==> config.mk <==
export PLATFORM = sky130hd
export DESIGN_NAME = re_map_ctrl_flat
export DESIGN_NICKNAME = d
export VERILOG_FILES = /design/src/rtl/nbiot_ul_pkg.sv /design/src/rtl/re_map_ctrl_if.sv /design/src/rtl/re_map_cnt.sv /design/src/rtl/re_map_ctrl.sv /design/src/flat_wrapper.sv
export SDC_FILE = /design/constraint.sdc
export NUM_CORES = 1
export LEC_CHECK = 0
export BUFFER_PORTS_ARGS = -buffer_cell sky130_fd_sc_hd__buf_2
export CAP_MARGIN = 20
export CELL_PAD_IN_SITES_DETAIL_PLACEMENT = 1
export CELL_PAD_IN_SITES_GLOBAL_PLACEMENT = 2
export CORE_MARGIN = 5
export CORE_UTILIZATION = 35
export DETAILED_ROUTE_END_ITERATION = 7
export HOLD_SLACK_MARGIN = 0.05
export PLACE_DENSITY = 0.92
export RECOVER_POWER = 25
export SLEW_MARGIN = 40
export SYNTH_ARGS = -nofsm -noshare
export SYNTH_HDL_FRONTEND = slang
export SYNTH_SLANG_ARGS = --single-unit
==> constraint.sdc <==
create_clock -name i_clk_map -period 4.1 [get_ports i_clk_map]
set_input_delay 0.82 -clock i_clk_map [delete_from_list [all_inputs] [get_ports i_clk_map]]
set_output_delay 0.82 -clock i_clk_map [all_outputs]
set_load 0.1 [all_outputs]
==> src/rtl/nbiot_ul_pkg.sv <==
// Shared constants and types for the NB-IoT uplink resource-element mapper.
// One slot is NUM_SYM SC-FDMA symbols of NUM_SC subcarriers. PILOT_SYM is the
// DMRS symbol, which carries pilot REs instead of upstream data.
package nbiot_ul_pkg;

    localparam int NUM_SC  = 12;
    localparam int NUM_SYM = 7;

    localparam logic [2:0] PILOT_SYM = 3'b100;

    // Counter boundary values in the widths the counters use.
    localparam logic [3:0] SC_FIRST  = 4'd0;
    localparam logic [3:0] SC_LAST   = 4'(NUM_SC - 1);
    localparam logic [2:0] SYM_FIRST = 3'd1;
    localparam logic [2:0] SYM_LAST  = 3'(NUM_SYM);

    // The binary encoding is explicit so state codes are the same in every tool.
    typedef enum logic [1:0] {
        IDLE      = 2'b00,
        MAP_DATA  = 2'b01,
        MAP_PILOT = 2'b10,
        DONE      = 2'b11
    } map_state_t;

    // Returns 1 when the given symbol number is the DMRS symbol.
    function automatic logic is_pilot_sym(input logic [2:0] sym);
        return sym == PILOT_SYM;
    endfunction

    // Symbol number that follows the given one, wrapping 7 -> 1.
    function automatic logic [2:0] next_sym(input logic [2:0] sym);
        return (sym == SYM_LAST) ? SYM_FIRST : 3'(sym + 3'd1);
    endfunction

endpackage

==> src/rtl/re_map_ctrl_if.sv <==
// Handshake and status bundle between the RE mapper, the upstream modulator
// and the downstream IFFT loader. The mapper uses the slave modport; whatever
// drives the run (or a testbench) uses the master modport.
interface re_map_ctrl_if;

    // Run control
    logic       i_start;
    logic [3:0] i_num_slots;

    // Upstream data symbols
    logic       i_data_valid;
    logic       o_data_ready;

    // Downstream resource elements
    logic       i_out_ready;
    logic       o_valid;
    logic [3:0] o_sc_indx;
    logic [2:0] o_sym_num;
    logic       o_pilot;

    // Progress and status
    logic       o_sym_done;
    logic       o_slot_done;
    logic       o_busy;
    logic       o_done;

    modport slave (
        input  i_start,
        input  i_num_slots,
        input  i_data_valid,
        input  i_out_ready,
        output o_data_ready,
        output o_valid,
        output o_sc_indx,
        output o_sym_num,
        output o_pilot,
        output o_sym_done,
        output o_slot_done,
        output o_busy,
        output o_done
    );

    modport master (
        output i_start,
        output i_num_slots,
        output i_data_valid,
        output i_out_ready,
        input  o_data_ready,
        input  o_valid,
        input  o_sc_indx,
        input  o_sym_num,
        input  o_pilot,
        input  o_sym_done,
        input  o_slot_done,
        input  o_busy,
        input  o_done
    );

endinterface

==> src/rtl/re_map_cnt.sv <==
// Subcarrier / symbol / slot counter chain for the RE mapper.
// sc steps on every enabled cycle. It wraps 11 -> 0 and carries into sym.
// sym wraps 7 -> 1 and carries into slot. The wrap flags are qualified by
// en, so they are valid only on the cycle whose transfer causes the wrap.
// clear loads the start-of-run values and takes priority over en.
module re_map_cnt
    import nbiot_ul_pkg::*;
(
    input  logic       clk,
    input  logic       rst_n,
    input  logic       clear,
    input  logic       en,
    output logic [3:0] sc,
    output logic [2:0] sym,
    output logic [3:0] slot,
    output logic       sym_wrap,
    output logic       slot_wrap
);

    // Wrap flags: the last subcarrier of a symbol, and of the last symbol of a slot.
    assign sym_wrap  = en && (sc == SC_LAST);
    assign slot_wrap = sym_wrap && (sym == SYM_LAST);

    // Counter chain: start-of-run load, then advance on each transfer.
    always_ff @(posedge clk or negedge rst_n) begin
        if (!rst_n) begin
            // NOTE: sequential state uses non-blocking assignments so that every
            // register samples the pre-edge values, whatever order the statements are in.
            sc   <= SC_FIRST;
            sym  <= SYM_FIRST;
            slot <= 4'd0;
        end else if (clear) begin
            sc   <= SC_FIRST;
            sym  <= SYM_FIRST;
            slot <= 4'd0;
        end else if (en) begin
            if (sc == SC_LAST) begin
                sc  <= SC_FIRST;
                sym <= next_sym(sym);
                if (sym == SYM_LAST) begin
                    slot <= slot + 4'd1;
                end
            end else begin
                sc <= sc + 4'd1;
            end
        end
    end

endmodule

==> src/rtl/re_map_ctrl.sv <==
// Resource-element mapper controller for the NB-IoT uplink.
// It walks subcarriers 0..11 of symbols 1..7 for i_num_slots slots and
// presents one RE per transfer to the IFFT loader. Symbol 4 is filled from
// the DMRS pilot source; every other symbol passes upstream data through.
// Handshake outputs are combinational from state and the live handshake
// inputs. Position outputs come straight from the registered counters, so
// they hold while downstream stalls.
module re_map_ctrl
    import nbiot_ul_pkg::*;
(
    input  logic          i_clk_map,
    input  logic          i_rst_n,
    re_map_ctrl_if.slave  bus
);

    map_state_t state;
    map_state_t state_nxt;

    logic [3:0] num_slots_q;
    logic       start_ok;
    logic       cnt_clear;
    logic       xfer;

    logic       valid;
    logic       data_ready;
    logic       pilot;

    logic [3:0] sc;
    logic [2:0] sym;
    logic [3:0] slot;
    logic       sym_wrap;
    logic       slot_wrap;
    logic       last_slot;

    // A start is accepted only from IDLE and only for a non-empty run.
    assign start_ok  = bus.i_start && (state == IDLE) && (bus.i_num_slots != 4'd0);
    assign cnt_clear = start_ok;

    // num_slots_q cannot be zero during a run, so the subtraction cannot underflow.
    assign last_slot = slot_wrap && (slot == (num_slots_q - 4'd1));

    // Datapath outputs decoded from state. The data path is pass-through, so
    // valid and ready follow the handshake inputs in the same cycle.
    assign valid      = ((state == MAP_DATA) && bus.i_data_valid) || (state == MAP_PILOT);
    assign data_ready = (state == MAP_DATA) && bus.i_out_ready;
    assign pilot      = (state == MAP_PILOT);
    assign xfer       = valid && bus.i_out_ready;

    re_map_cnt u_cnt (
        .clk       (i_clk_map),
        .rst_n     (i_rst_n),
        .clear     (cnt_clear),
        .en        (xfer),
        .sc        (sc),
        .sym       (sym),
        .slot      (slot),
        .sym_wrap  (sym_wrap),
        .slot_wrap (slot_wrap)
    );

    // State register and the slot count latched when a run is accepted.
    always_ff @(posedge i_clk_map or negedge i_rst_n) begin
        if (!i_rst_n) begin
            state       <= IDLE;
            num_slots_q <= 4'd0;
        end else begin
            state <= state_nxt;
            if (start_ok) begin
                num_slots_q <= bus.i_num_slots;
            end
        end
    end

    // Next-state logic. Symbol boundaries are taken on the wrapping transfer,
    // so the new state lines up with the new symbol number.
    always_comb begin
        // NOTE: the default comes first so every path assigns state_nxt and no latch is inferred.
        state_nxt = state;
        unique case (state)
            IDLE: begin
                if (start_ok) begin
                    state_nxt = MAP_DATA;
                end
            end
            MAP_DATA: begin
                if (last_slot) begin
                    state_nxt = DONE;
                end else if (sym_wrap && is_pilot_sym(next_sym(sym))) begin
                    state_nxt = MAP_PILOT;
                end
            end
            MAP_PILOT: begin
                // The pilot symbol is never the last symbol of a slot.
                if (sym_wrap) begin
                    state_nxt = MAP_DATA;
                end
            end
            DONE: begin
                state_nxt = IDLE;
            end
            default: begin
                state_nxt = IDLE;
            end
        endcase
    end

    // Outputs to the bus.
    assign bus.o_valid      = valid;
    assign bus.o_data_ready = data_ready;
    assign bus.o_pilot      = pilot;
    assign bus.o_sc_indx    = sc;
    assign bus.o_sym_num    = sym;
    assign bus.o_sym_done   = sym_wrap;
    assign bus.o_slot_done  = slot_wrap;
    assign bus.o_busy       = (state != IDLE);
    assign bus.o_done       = (state == DONE);

endmodule
==> src/flat_wrapper.sv <==
// flat-port wrapper written by rule: the top's interface ports become plain ports
module re_map_ctrl_flat import nbiot_ul_pkg::*;
  (i_clk_map, i_rst_n, bus_i_start, bus_i_num_slots, bus_i_data_valid, bus_i_out_ready, bus_o_data_ready, bus_o_valid, bus_o_sc_indx, bus_o_sym_num, bus_o_pilot, bus_o_sym_done, bus_o_slot_done, bus_o_busy, bus_o_done);
  re_map_ctrl_if bus_i ();
  input  logic i_clk_map;
  input  logic i_rst_n;
  input wire logic [$bits(bus_i.i_start)-1:0] bus_i_start;
  input wire logic [$bits(bus_i.i_num_slots)-1:0] bus_i_num_slots;
  input wire logic [$bits(bus_i.i_data_valid)-1:0] bus_i_data_valid;
  input wire logic [$bits(bus_i.i_out_ready)-1:0] bus_i_out_ready;
  output wire logic [$bits(bus_i.o_data_ready)-1:0] bus_o_data_ready;
  output wire logic [$bits(bus_i.o_valid)-1:0] bus_o_valid;
  output wire logic [$bits(bus_i.o_sc_indx)-1:0] bus_o_sc_indx;
  output wire logic [$bits(bus_i.o_sym_num)-1:0] bus_o_sym_num;
  output wire logic [$bits(bus_i.o_pilot)-1:0] bus_o_pilot;
  output wire logic [$bits(bus_i.o_sym_done)-1:0] bus_o_sym_done;
  output wire logic [$bits(bus_i.o_slot_done)-1:0] bus_o_slot_done;
  output wire logic [$bits(bus_i.o_busy)-1:0] bus_o_busy;
  output wire logic [$bits(bus_i.o_done)-1:0] bus_o_done;
  assign bus_i.i_start = bus_i_start;
  assign bus_i.i_num_slots = bus_i_num_slots;
  assign bus_i.i_data_valid = bus_i_data_valid;
  assign bus_i.i_out_ready = bus_i_out_ready;
  assign bus_o_data_ready = bus_i.o_data_ready;
  assign bus_o_valid = bus_i.o_valid;
  assign bus_o_sc_indx = bus_i.o_sc_indx;
  assign bus_o_sym_num = bus_i.o_sym_num;
  assign bus_o_pilot = bus_i.o_pilot;
  assign bus_o_sym_done = bus_i.o_sym_done;
  assign bus_o_slot_done = bus_i.o_slot_done;
  assign bus_o_busy = bus_i.o_busy;
  assign bus_o_done = bus_i.o_done;
  re_map_ctrl u_core (.i_clk_map(i_clk_map), .i_rst_n(i_rst_n), .bus(bus_i));
endmodule
[Word level (Yosys, flattened, before mapping)]
Index checks and enable logic that the tools add are counted.
Storage, ports and cells
  bits in registers: 17
  latch bits: 0
  memory bits (writable): 0
  ROM bits: 0
  bits of input ports: 9
  output and inout bits: 14
  logic and storage cells: 54
  memories: 0
Cells by class
  $add $sub $neg: 4
  $mul: 0
  divide/modulo/power cells: 0
  order comparisons: 0
  equal/unequal tests: 10
  shifts and indexed selects: 0
  muxes and demuxes: 16
  bitwise logic cells: 0
  reduce and logical (&&, ||, !) cells: 19
Operators by type and width (number)
  $mux 4: 7
  $mux 3: 4
  $logic_and 1x1->1: 9
  $add 4x1->4 const B: 2
  $mux 2: 4
  $pmux 2 s4: 1
  $reduce_bool 2->1: 4
  $eq 3x3->1 const B: 2
  $reduce_and 3->1: 2
  $eq 2x2->1 const B: 2
  $eq 4x4->1: 1
  $eq 4x4->1 const B: 1
  $ne 2x1->1 const B: 2
  $reduce_bool 4->1: 1
  $sub 4x1->4 const B: 1
  $add 3x1->3 const B: 1
  $ne 3x2->1 const B: 1
  $eq 2x1->1 const B: 1
  $logic_not 2->1: 1
  $reduce_and 2->1: 1
  $logic_or 1x1->1: 1

[Depth between registers and ports, before layout]
Gate-level depths: netlist of run 1.
  depth after elaboration: 9
  gate-level depth with buffers: 6
  gate-level depth less buffers: 6

[Cells and area by module]
From an unflattened synthesis of run 1, not the netlist that was laid out.
Unflattened totals
  cell total of the unflattened synthesis: 101
  area total of the unflattened synthesis: 1032.2 sq um
By module, submodules not included
  re_map_cnt: instances 1, cells each 58, area an instance 580.6 sq um, sequential area each 276.5 sq um
  re_map_ctrl: instances 1, cells each 43, area an instance 451.7 sq um, sequential area each 150.1 sq um

[Worst setup path before layout of run 1]
No wires, ideal clock.
  path kind: register to output
  from: register u_core.u_cnt.sc[0]
  to: output bus_o_sym_done
  arrival time: 2.459 ns
  required time: 3.280 ns
  path slack: 0.821 ns
  stages on the path, launching flop included: 4
  buffers on the path: 0
  cells stage by stage: dfrtp_1 ha_1 nand4b_1 a21oi_2
Between the ends
  longest elaborated chain between the ends: 2
Ends and longest elaborated chain
  start, declared: line re_map_cnt.sv:13  | output logic [3:0] sc,
  start signal, assigned: line re_map_cnt.sv:44  | sc <= sc + 4'd1;
  $eq 4x4->1: line re_map_cnt.sv:21  | assign sym_wrap = en && (sc == SC_LAST);
  $logic_and 1x1->1: line re_map_cnt.sv:21
  end, declared: line flat_wrapper.sv:16  | output wire logic [$bits(bus_i.o_sym_done)-1:0] bus_o_sym_done;
Every way passes these cells.

[Worst setup path after layout of run 1]
  from: input bus_i_out_ready
  to: output bus_o_sym_done
Between the ends
  longest elaborated chain between the ends: 2
Ends and longest elaborated chain
  start, declared: line flat_wrapper.sv:10  | input wire logic [$bits(bus_i.i_out_ready)-1:0] bus_i_out_ready;
  $logic_and 1x1->1: line re_map_ctrl.sv:47  | assign xfer = valid && bus.i_out_ready;
  $logic_and 1x1->1: line re_map_cnt.sv:21
Every way passes these cells.

==> results_dict.tcl, run 1 <==
set metrics [dict create \
    cts_post_setup_buffers_inserted 0 \
    final_max_slew_viol_count 0 \
    io_buffers 22 \
    viasPerCell 5.467 \
    clock_tree.htree_level_count 1 \
    synthesis.area_sq_um 982.2 \
    synthesis.area_per_instance_sq_um 10.34 \
    synth_seq_area_share 0.4344 \
    power.leakage_nw 0.5439 \
    detailed_place_hpwl_microns 1854 \
    fillers 314 \
    routed_wire_length_per_instance_microns 15.74 \
    status "completed" \
    detailroute.via_count 820 \
    nets 134 \
    drt_iter0_markers 13 \
    tritoncts "done" \
    ctsResizeCount 0 \
    drv_cap 0 \
    cts.path.max_buffers 2 \
    core.rowCount 19 \
    fin_tns_setup_ns 0 \
    finalCriticalPeriod_ns 2.821 \
    synth_nets 109 \
    drt.antenna.violating_nets 0 \
    first_global_vias 859 \
    peakVddDrop_v 0.0003133 \
    critical_path.slowest_cell "sky130_fd_sc_hd__buf_2" \
    worst_setup_path_endpoint "bus_o_sym_done" \
    ctsHoldBuffers 0 \
    worst_setup_hold_path_clk_slew_ns 0.10 \
    r2r-end "u_core.num_slots_q[3]" \
    grt_usage 0.1272 \
    grt_antenna_before_repair 0 \
    synth.lib_cells_used.distinct 37 \
    drc_errors 0 \
    cts_buffers 3 \
    routed_wirelength_microns 2361 \
    worstSkewPairLatency_ns 0.30 \
    clock-skew-final_ns 0.003763 \
    layout-drive-gt1-share 0.2689 \
    worst-setup-path-type "in -> out" \
    globalplace.congestion 0.7250 \
    timing.reg2reg.worst_path_depth 3 \
    fin_worst_hold_slack_ns 0.5197 \
    holdCritPathClass "reg -> reg" \
    ys_ff_latch 17 \
    synth_top_cells_by_area "sky130_fd_sc_hd__dfrtp_1 41%, sky130_fd_sc_hd__ha_1 6.4%, sky130_fd_sc_hd__xor2_1 5.4%" \
    cts-root-buf "sky130_fd_sc_hd__clkbuf_4" \
    netlist_instances 95 \
    cp.buffers_inverters 2 \
    ff2ff_setup_slack_ns 2.30 \
    crit_path_max_incr_delay_ns 0.51 \
    timing_hold_violations_final 0 \
    placeableCoreArea_sq_um 2734 \
    setup_viol_count_final 0 \
    grt_start_max_net_pins 18 \
    area_growth_syn_to_layout_pct 16.56 \
    slew_headroom 0.3609 \
    fp.dieW_microns 62.98 \
    most_used_cell_cp "sky130_fd_sc_hd__buf_2" \
    gate_family_responsible_for_the_most_delay_along_the_worst_path "buffers and inverters" \
    grt.overflow.total 0 \
    startpoint "bus_i_out_ready" \
    worst_pin_slew_ns 0.9587 \
    cp-end-kind "output pin" \
    n_antenna_cell 0 \
    report.power.total_mw 0.7570 \
    fin_crit_sh 0.6879 \
    synthDominantAreaCellType "sky130_fd_sc_hd__dfrtp_1" \
    rsz0062_at_grt "false" \
    max_freq_mhz 354.5 \
    grt_first_pass_wirelength_microns 4057 \
    io_pins 23 \
    crit-reg2reg-launch "u_core.state[0]" \
    synth_largest_type_area_fraction 0.4076 \
    worstPathCellList "buf_2 > nand4b_1 > a21oi_2 > buf_2" \
    sink_count_of_the_clock_tree 17 \
    cp_num_cells 4 \
    first_pass_iters 4 \
    cp.arrival_ns 2.00 \
    crit_path_max_fanout 10 \
    chipHeight_microns 62.98 \
    power_per_cell_area_nw_per_um2 661.3 \
    crit_start_category "input port" \
    worst-endpoint-required_ns 3.28 \
    synth.yosys.warnings 0 \
    start_util 0.3593 \
    design.die.area_sq_um 3966 \
]
==> cell families (layout without fill, tap and decap cells) <==
family          count (synthesis)  count (layout)  share of synthesized area
flops                          17              17                     0.4344
compound gates                 20              20                     0.1554
buf+inv                         7              31                    0.03185
mux                             3               3                    0.03312
xor+xnor                       10              10                    0.08917
fa+ha+maj                       5               5                    0.06369
simple gates                   33              33                     0.1924
==> worst min path at each step <==
stage	slack (ns)	startpoint	cells past startpoint	endpoint
5_1_grt	0.56	u_core.num_slots_q[3]	1	u_core.num_slots_q[3]
4_1_cts	0.44	i_rst_n	1	u_core.num_slots_q[2]
2_1_floorplan	0.48	u_core.num_slots_q[3]	1	u_core.num_slots_q[3]
6_report	0.52	u_core.num_slots_q[3]	1	u_core.num_slots_q[3]
3_5_place_dp	0.50	u_core.num_slots_q[3]	1	u_core.num_slots_q[3]
3_3_place_gp	0.49	u_core.num_slots_q[3]	1	u_core.num_slots_q[3]
==> state kept, by name (all words and copies together) (netlist names) <==
register,cells
u_core.num_slots_q,4
u_core.state,2
u_core.u_cnt.sc,4
u_core.u_cnt.slot,4
u_core.u_cnt.sym,3
==> report_power, final <==
part / internal, mW / leakage, nW / switching (mW) / total (mW)
Clock: 0.0363 / 0.0177 / 0.0570 / 0.0934
Combinational: 0.0947 / 0.313 / 0.316 / 0.411
Sequential: 0.211 / 0.214 / 0.0414 / 0.252
Total: 0.342 / 0.544 / 0.415 / 0.757
==> layer usage <==
metal / vias up / share of wire / track usage
li1: 391 / - / -
met1: 410 / 0.43 / 0.1540
met2: 14 / 0.52 / 0.2205
met3: 5 / 0.034 / 0.02338
met4: 0 / 0.014 / 0.04775
met5: - / 0 / 0
==> cells in the final DEF, fill, tap and decap left out, types with 4 or more instances in the layout <==
cell	count
sky130_fd_sc_hd__buf_2	21
sky130_fd_sc_hd__dfrtp_1	16
sky130_fd_sc_hd__nor2_1	6
sky130_fd_sc_hd__xor2_1	6
sky130_fd_sc_hd__nand2_1	5
sky130_fd_sc_hd__o21ai_1	5
sky130_fd_sc_hd__ha_1	5
sky130_fd_sc_hd__nor3_1	4
sky130_fd_sc_hd__xnor2_1	4
==> through the flow <==
stage                       util  cells  instance area [sq um]  setup WS (ns)
final                     0.4188    150                   1145          1.279
after global routing      0.4188    150                   1145          1.126
after CTS                 0.4192    150                   1146          1.284
after detailed placement  0.4092    146                   1119          1.290
after global placement    0.4092    146                   1119          1.331
after floorplan                -     95                  982.2         0.8210
==> cell usage after synthesis <==
library cell                 n
sky130_fd_sc_hd__ha_1        5
sky130_fd_sc_hd__dfrtp_1    16
sky130_fd_sc_hd__nor3_1      4
sky130_fd_sc_hd__a31oi_1     2
sky130_fd_sc_hd__a21oi_1     3
sky130_fd_sc_hd__nand3b_1    2
sky130_fd_sc_hd__o2111ai_1   1
sky130_fd_sc_hd__xor2_1      6
sky130_fd_sc_hd__inv_2       2
sky130_fd_sc_hd__o21ai_0     1
sky130_fd_sc_hd__a22o_1      2
sky130_fd_sc_hd__nand2b_1    2
sky130_fd_sc_hd__nor2_1      6
sky130_fd_sc_hd__o31ai_1     1
sky130_fd_sc_hd__o21ai_1     5
sky130_fd_sc_hd__inv_1       3
sky130_fd_sc_hd__nand3_1     3
sky130_fd_sc_hd__nand2_1     5
sky130_fd_sc_hd__and4b_1     1
sky130_fd_sc_hd__or3_1       1
sky130_fd_sc_hd__nor4b_1     1
sky130_fd_sc_hd__dfstp_2     1
sky130_fd_sc_hd__nor2_2      1
sky130_fd_sc_hd__o211ai_4    1
sky130_fd_sc_hd__o211ai_1    2
sky130_fd_sc_hd__mux2i_1     1
sky130_fd_sc_hd__mux2_1      2
sky130_fd_sc_hd__and3b_1     2
sky130_fd_sc_hd__xnor2_1     4
sky130_fd_sc_hd__nand4b_1    2
sky130_fd_sc_hd__and2_1      1
sky130_fd_sc_hd__o41ai_2     1
sky130_fd_sc_hd__and3_1      1
sky130_fd_sc_hd__buf_4       1
sky130_fd_sc_hd__a21oi_2     1
sky130_fd_sc_hd__or2_1       1
sky130_fd_sc_hd__buf_2       1
==> layout make-up <==
type / count / area, sq um / share of cell area
Multi-Input combinational cell: 71 / 524.3 / 0.4579
Sequential cell: 17 / 426.7 / 0.3727
Timing Repair Buffer: 22 / 108.9 / 0.09508
Tap cell: 31 / 38.79 / 0.03388
Clock buffer: 3 / 22.52 / 0.01967
Inverter: 5 / 18.77 / 0.01639
Clock inverter: 1 / 5.005 / 0.004372
Power figures use the tool's default switching activity.
==> run 2, diff against run 1 <==
--- a/config.mk
+++ b/config.mk
@@ -10,10 +10,10 @@
 export CELL_PAD_IN_SITES_DETAIL_PLACEMENT = 1
 export CELL_PAD_IN_SITES_GLOBAL_PLACEMENT = 2
 export CORE_MARGIN = 5
-export CORE_UTILIZATION = 35
+export CORE_UTILIZATION = 32
 export DETAILED_ROUTE_END_ITERATION = 7
 export HOLD_SLACK_MARGIN = 0.05
-export PLACE_DENSITY = 0.92
+export PLACE_DENSITY = 0.86
 export RECOVER_POWER = 25
 export SLEW_MARGIN = 40
 export SYNTH_ARGS = -nofsm -noshare
==> constraint.sdc (replaced) <==
create_clock -name i_clk_map -period 2.8 [get_ports i_clk_map]
set_input_delay 0.56 -clock i_clk_map [delete_from_list [all_inputs] [get_ports i_clk_map]]
set_output_delay 0.56 -clock i_clk_map [all_outputs]
set_load 0.1 [all_outputs]
==> results_dict.tcl, run 2 (synthesized netlist as in run 1, its figures left out) <==
set metrics [dict create \
    area_growth_syn_to_layout_pct 17.45 \
    first_pass_iters 4 \
    routed_wirelength_microns 2306 \
    crit_path_max_incr_delay_ns 0.58 \
    fp.dieW_microns 65.40 \
    fin_tns_setup_ns 0 \
    placed_area_sq_um 1129 \
    slew_headroom 0.3878 \
    fin_crit_sh 0.8909 \
    cp-end-kind "output pin" \
    globalplace.congestion 0.7010 \
    cts-root-buf "sky130_fd_sc_hd__clkbuf_4" \
    cp.arrival_ns 1.93 \
    io_pins 23 \
    viasPerCell 5.217 \
    drv_cap 0 \
    drt_iter0_markers 20 \
    max_freq_mhz 400.9 \
    grt_start_max_net_pins 18 \
    worst_setup_hold_path_clk_slew_ns 0.11 \
    rsz0062_at_grt "false" \
    nets 134 \
    ctsResizeCount 0 \
    layout.cells.most_common "sky130_fd_sc_hd__buf_2" \
    route.met3.wl_microns 90 \
    final_max_slew_viol_count 0 \
    power_per_cell_area_nw_per_um2 957.1 \
    chipHeight_microns 65.40 \
    multi_input_area_sq_um 531.8 \
    worstSkewPairLatency_ns 0.29 \
    met2WireLength_microns 1174 \
    cts.path.max_buffers 2 \
    crit_start_category "flop" \
    clock-skew-final_ns 0.004838 \
    clock_tree.htree_level_count 1 \
    routed_wire_length_per_instance_microns 15.17 \
    io_buffers 22 \
    setup_viol_count_final 0 \
    fillers 367 \
    most_used_cell_cp "sky130_fd_sc_hd__ha_1" \
    top_regs "u_core.num_slots_q (4), u_core.u_cnt.sc (4), u_core.u_cnt.slot (4)" \
    worst_pin_slew_ns 0.9184 \
    worst-endpoint-required_ns 2.24 \
    place.detailed.instances 148 \
    ctsHoldBuffers 0 \
    worst-setup-path-type "reg -> out" \
    final_cell_area_sq_um 1154 \
    grt_first_pass_wirelength_microns 3960 \
    tritoncts "done" \
    holdCritPathClass "in -> async" \
    mostFrequentLayoutCells "21 x sky130_fd_sc_hd__buf_2, 16 x sky130_fd_sc_hd__dfrtp_1, 6 x sky130_fd_sc_hd__nor2_1, 6 x sky130_fd_sc_hd__xor2_1" \
    layout-drive-gt1-share 0.2605 \
    status "completed" \
    crit_path_max_fanout 6 \
    detailed_place_hpwl_microns 1804 \
    seqCellArea_sq_um 426.7 \
    n_antenna_cell 0 \
    grt_usage 0.1185 \
    m1WireLength_microns 1022 \
    placeableCoreArea_sq_um 3003 \
    design.die.area_sq_um 4277 \
    routed.top_layer "met4" \
    cts_post_setup_buffers_inserted 0 \
    drc_errors 0 \
    core.rowCount 20 \
    first_global_vias 847 \
    start_util 0.3271 \
    timing_hold_violations_final 0 \
    cts_buffers 3 \
    power.leakage_nw 0.5420 \
    fin_cells 152 \
    sink_count_of_the_clock_tree 17 \
    detailroute.via_count 793 \
    drt.antenna.violating_nets 0 \
    critical_path.slowest_cell "sky130_fd_sc_hd__dfstp_2" \
    finalCriticalPeriod_ns 2.495 \
    peakVddDrop_v 0.0003615 \
    worstPathCellList "ha_1 > ha_1 > o211ai_4 > inv_2 > buf_2" \
    grt.overflow.total 0 \
    grt_antenna_before_repair 0 \
]
-- run 2: changes by cell type in the layout (fill, tap and decap cells not counted), sizes merged --
cell / before / now
clkbuf: 4 / 5
clkinv: 1 / 0
-- run 2: path summary, 6_finish.rpt --
path                                       startpoint                    end  slack, ns  cells past startpoint
worst max-delay path              u_core.u_cnt.sym[0]        bus_o_slot_done       0.31                      5
worst min-delay path                          i_rst_n     u_core.u_cnt.sc[1]       0.37                      1
worst max register to register        u_core.state[1]  u_core.num_slots_q[3]       1.00                      3
worst min register to register  u_core.num_slots_q[3]  u_core.num_slots_q[3]       0.54                      1
max in group asynchronous                     i_rst_n    u_core.u_cnt.sym[1]       1.87                      1
min in group i_clk_map             bus_i_num_slots[1]  u_core.num_slots_q[1]       0.52                      3
-- run 2: routing by layer --
layer,global-route usage,up-vias
met3,0.02222,2
met2,0.2099,11
met5,0,-
met1,0.1433,390
met4,0.03886,0
li1,-,390
-- run 2: stage by stage --
step / total power, mW / setup slack (ns) / hold WS [ns] / utilization
final: 1.104 / 0.3054 / 0.3689 / 0.3842
after global routing: 1.168 / 0.2009 / 0.4557 / 0.3842
after CTS: 1.119 / 0.2724 / 0.1836 / 0.3846
after detailed placement: 0.9826 / 0.5579 / 0.5074 / 0.3758
after global placement: 0.9648 / 0.6008 / 0.4923 / 0.3758
after floorplan: 0.8694 / 0.09636 / 0.2644 / -
-- run 2: critical path, delay by kind of cell (launching register included) --
kind,cells,cell delay (ns)
flip-flops,1,0.58
buffers and inverters,2,0.47
adder cells (fa/ha/maj),2,0.43
AO/OA/AOI/OAI,1,0.15
-- run 2: layout make-up --
| cell class | instances | area share |
|---|---|---|
| repair buffers | 22 | 0.09436 |
| multi-input cells | 71 | 0.4610 |
| flip-flops and latches | 17 | 0.3698 |
| inverters | 5 | 0.01627 |
| clock buffers | 4 | 0.02278 |
| well taps | 33 | 0.03579 |
-- run 2: report_power, final --
part | internal (mW) | switching [mW]
Combinational | 0.139 | 0.458
Clock | 0.0553 | 0.0793
Sequential | 0.309 | 0.0635
Total | 0.503 | 0.601
